<file path="src/rtl/nand_pc_stack.sv">
`default_nettype none
// ============================================================================
// Module   : nand_pc_stack
// Purpose  : Program counter with a LIFO return-address stack
//            (call / ret / load / inc / clr) and a sticky over/underflow flag.
// Revision : 1.0 - initial release
// ============================================================================
module nand_pc_stack #(
    parameter int WIDTH = 16,
    parameter int DEPTH = 8
) (
    input  logic                       clk,
    input  logic                       rst_n,
    input  logic                       clr,
    input  logic                       ret,
    input  logic                       call,
    input  logic                       load,
    input  logic                       inc,
    input  logic [WIDTH-1:0]           in,
    output logic [WIDTH-1:0]           out,
    output logic [$clog2(DEPTH+1)-1:0] count,
    output logic                       full,
    output logic                       empty,
    output logic                       err
);

    localparam int CW = $clog2(DEPTH + 1);
    localparam int AW = (DEPTH > 1) ? $clog2(DEPTH) : 1;

    logic [WIDTH-1:0] r_stack [DEPTH];
    logic [WIDTH-1:0] r_pc;
    logic [CW-1:0]    r_count;
    logic             r_err;

    logic [WIDTH-1:0] w_pc_inc;
    logic [CW-1:0]    w_cnt_m1;
    logic [AW-1:0]    w_wr_idx;
    logic [AW-1:0]    w_top_idx;
    logic             w_full;
    logic             w_empty;
    logic             w_push;

    assign w_pc_inc  = r_pc + WIDTH'(1);
    assign w_cnt_m1  = r_count - CW'(1);
    assign w_wr_idx  = r_count[AW-1:0];
    assign w_top_idx = w_cnt_m1[AW-1:0];
    assign w_full    = (r_count == CW'(DEPTH));
    assign w_empty   = (r_count == '0);

    // Only a call that actually wins arbitration and fits may touch storage.
    assign w_push = call && !clr && !ret && !w_full;

    always_ff @(posedge clk) begin
        if (w_push) begin
            r_stack[w_wr_idx] <= w_pc_inc;
        end
    end

    always_ff @(posedge clk or negedge rst_n) begin
        if (!rst_n) begin
            r_pc    <= '0;
            r_count <= '0;
            r_err   <= 1'b0;
        end else if (clr) begin
            r_pc    <= '0;
            r_count <= '0;
            r_err   <= 1'b0;
        end else if (ret) begin
            if (w_empty) begin
                r_err <= 1'b1;
            end else begin
                r_pc    <= r_stack[w_top_idx];
                r_count <= w_cnt_m1;
            end
        end else if (call) begin
            if (w_full) begin
                r_err <= 1'b1;
            end else begin
                r_pc    <= in;
                r_count <= r_count + CW'(1);
            end
        end else if (load) begin
            r_pc <= in;
        end else if (inc) begin
            r_pc <= w_pc_inc;
        end
    end

    assign out   = r_pc;
    assign count = r_count;
    assign full  = w_full;
    assign empty = w_empty;
    assign err   = r_err;

endmodule
`default_nettype wire

</file>
<file path="config.mk">
export PLATFORM = sky130hd
export DESIGN_NAME = nand_pc_stack
export DESIGN_NICKNAME = d
export VERILOG_FILES = /design/src/rtl/nand_pc_stack.sv
export SDC_FILE = /design/constraint.sdc
export NUM_CORES = 1
export LEC_CHECK = 0
export CAP_MARGIN = 20
export CORE_MARGIN = 2
export CORE_UTILIZATION = 45
export CTS_CLUSTER_DIAMETER = 80
export DETAILED_ROUTE_END_ITERATION = 10
export MAX_ROUTING_LAYER = met4
export PLACE_DENSITY = 0.66
export SLEW_MARGIN = 30
export SYNTH_ARGS = -nofsm -noshare
export SYNTH_HDL_FRONTEND = slang
export SYNTH_SLANG_ARGS = --single-unit
</file>
<file path="constraint.sdc">
create_clock -name clk -period 3.2 [get_ports clk]
set_clock_uncertainty 0.1 [all_clocks]
set_input_delay 0.64 -clock clk [delete_from_list [all_inputs] [get_ports clk]]
set_output_delay 0.64 -clock clk [all_outputs]
set_load 0.02 [all_outputs]
</file>
==> summary.txt <==
Run status
  – Status: finished clean

Finish
  – Final cell count without fillers: 711
  – Inserted Diodes: 0
  – Commonest non-fill, non-tap cell in the layout: edfxtp_1
  – Commonest non-fill, non-tap cells in the layout: edfxtp_1, nand2_1, clkdlybuf4s50_1
  – Layout area overhead: 19.7%
  – Share of layout cells above drive strength 1: 0.192
  – Total Nets Final: 542
  – Util after Layout: 0.550

Drt
  – Drt first pass iters: 5
  – Drt total wl: between 15000 and 20000 um
  – Vias post-DR: 4252
  – Vias/cell: 5.98
  – Initial detailed-routing violation count: 435
  – DRC: 0
  – Routed len/inst: between 20 and 25 um
  – Post-route ant nets: 0

Critical path
  – R2r startpoint: count[1]
  – Critical path's largest stage delay: about 0.64 ns
  – Crit path buf inv count: 2
  – Worst reg2reg setup slack: 0.66 ns
  – Worst Setup EP: empty
  – Crit path DAT: 2.33 ns
  – Critical-path top delay cell: clkdlybuf4s50_1
  – Req. time, crit path: 2.46 ns
  – Crit start category: flop
  – Crit path launch: count[1]
  – Worst-path cell chain: inv_1, ha_1, nand2b_1, nor2_1, clkdlybuf4s50_1
  – CP Max Fanout: 9
  – Reg2reg end: out[3]
  – Crit-path leading delay family: buffers and inverters
  – Critical Setup Path Class: reg -> out
  – Crit path depth: 5
  – Crit. End Element: primary output
  – Path depth of the worst reg2reg path: 7

Hold path
  – Hold crit path type: reg -> reg

Pwr
  – Leak pwr: 0.00279 uW
  – Combinational Power Share: 0.363
  – Sequential cell fraction of total power: 0.373
  – Sw power: 2660 uW
  – Clock share of power: 0.264
  – VDD IR max: 0.589 mV
  – Switch share: 0.354
  – Power Density: roughly 950 nW/um2
  – P_int: 4870 uW

Timing
  – RSZ-0062 raised after global routing: no
  – Setup_tns: 0 ns
  – Worst-margin pin slew: 0.849 ns
  – Slew margin rel.: 0.430
  – Final Hold Viols: 0
  – Final Max Slew Viols: 0
  – Fmax: 0.325 GHz
  – Period minus WS final: approximately 3.1 ns
  – Final setup violation count: 0
  – Fin crit share: 0.960

Clocking
  – Root Buffer Master: clkbuf_16
  – Clk sinks: ~150
  – CTS tree: built
  – Postcts setup bufs: 0
  – Inserted Clock Buffers: 17
  – Clock latency at the later pin of the worst-skew pair: 0.42 ns
  – Post-CTS sizing: 0
  – Clk buf depth: 2
  – Cts hold-fix bufs: 0
  – Worst-path clk slew: 0.06 ns
  – Htree depth: 4

Synthesis
  – Top post-synthesis cells by area: edfxtp_1, mux4_2, dfrtp_1
  – Synth Net Count: approximately 480
  – Asr flop ratio synth: 0.141
  – Synth Cell Area: 6650 um2
  – Synth warnings: 0
  – Synth Area per Inst: 14.7 um2
  – Number of synthesized flops with an enable pin: 128
  – Leading area contributor after synthesis: edfxtp_1
  – Sequential fraction of the synthesis area: 0.657
  – Gate Count Post-Synth: 452
  – Synth top area share: 0.578
  – Main synth FF type: edfxtp_1
  – Seq cells post-synth: 149
  – Netlist cell types: 60

Placed design
  – DP HPWL: about 10000 um
  – Input/output buffers: 45
  – Placed insts: 680
  – Final Wtd Congestion: 0.846

Global route
  – Largest net degree at the start of global routing: 37
  – First-pass GRT wire length: roughly 25000 um
  – Gr usage total: 0.224
  – Vias in the first global route: 4383
  – Antenna violations before repair: 0
  – Remaining Overflow, GRT: 0

Floorplan
  – Die Y: between 100 and 150 um
  – Core Area: ~14000 um2
  – Die area: 15800 um2
  – Chip width: 126 um
  – Row count: 44
  – IO Pins: 46
  – Initial Util: 0.459

Job
  – Max-cap violations: 0
-- power groups by stage --
stage,combinational [uW],clock (uW),sequential [uW]
after global placement,2700,0,2840
after floorplan,1790,0,2860
after detailed placement,2730,0,2850
after CTS,2750,2020,2810
final,2730,1990,2810
after global routing,2970,2100,2840
-- worst min path at each step --
stage               start       end  cells past startpoint
finish                err       err                      2
global route          err       err                      2
CTS                   err       err                      2
detailed placement    err       err                      2
global placement      err       err                      2
floorplan           rst_n  count[0]                      0
-- registers in the layout (all words and copies together) (netlist names) --
name and count:
count 4, out 16, r_stack 128, err 1
-- cell usage after synthesis (3+ instances only) --
master    count
nor2_1       30
xor2_1        5
a221o_1       3
mux4_2       27
nand4_1       9
a22oi_1       4
buf_4         4
nand2_1      61
mux2i_1       3
nor3_1        7
inv_1         7
o21ai_0      12
buf_2        10
clkbuf_1      5
xnor2_1      12
and3_1        3
a21oi_1      22
buf_6         4
nand2b_1      6
a21o_1        3
nand3b_1      4
ha_1          4
edfxtp_1    128
dfrtp_1      21
nand3_1      14
-- through the flow --
stage	setup WS [ns]	area [um2]	power, uW	hold WS, ns
2_1_floorplan	0.0329	6650	4650	0.244
3_3_place_gp	0.459	7370	5540	0.386
3_5_place_dp	0.375	7380	5580	0.426
4_1_cts	0.124	7960	7580	0.439
5_1_grt	0.00292	7960	7910	0.470
6_report	0.127	7960	7530	0.429
-- per-layer routing --
metal / global-route usage / part of all wire / vias up
li1: - / - / 1870
met1: 0.288 / 0.41 / 2142
met2: 0.345 / 0.48 / 202
met3: 0.0578 / 0.079 / 38
met4: 0.0882 / 0.024 / 0
met5: - / 0 / -
-- final cells by class --
class / count / area [um2]
clock inverter: 12 / 154
multi-input combinational: 273 / 2130
timing repair buffer: 67 / 616
sequential: 149 / 4370
fill: 1140 / 6520
tap: 184 / 230
inverter: 7 / 26.3
clock buffer: 19 / 433
-- worst register-to-register path, cell delays in order, from the launching register on --
cell	delay [ns]
dfrtp_1	0.55
inv_1	0.15
ha_1	0.30
buf_4	0.42
mux4_2	0.39
nand2_1	0.08
a21oi_1	0.06
o32a_2	0.37
-- logic make-up (layout without fill, tap and decap cells) --
family	after synthesis	count (layout)	synth area share
flip-flops	149	149	0.657
buffers and inverters	30	105	0.0256
adder cells (fa/ha/maj)	4	4	0.00752
multiplexers	30	30	0.0959
AND/OR/NAND/NOR	151	151	0.117
AO/OA/AOI/OAI	70	70	0.0707
XOR/XNOR	18	18	0.0265
Power figures use the tool's default switching activity.
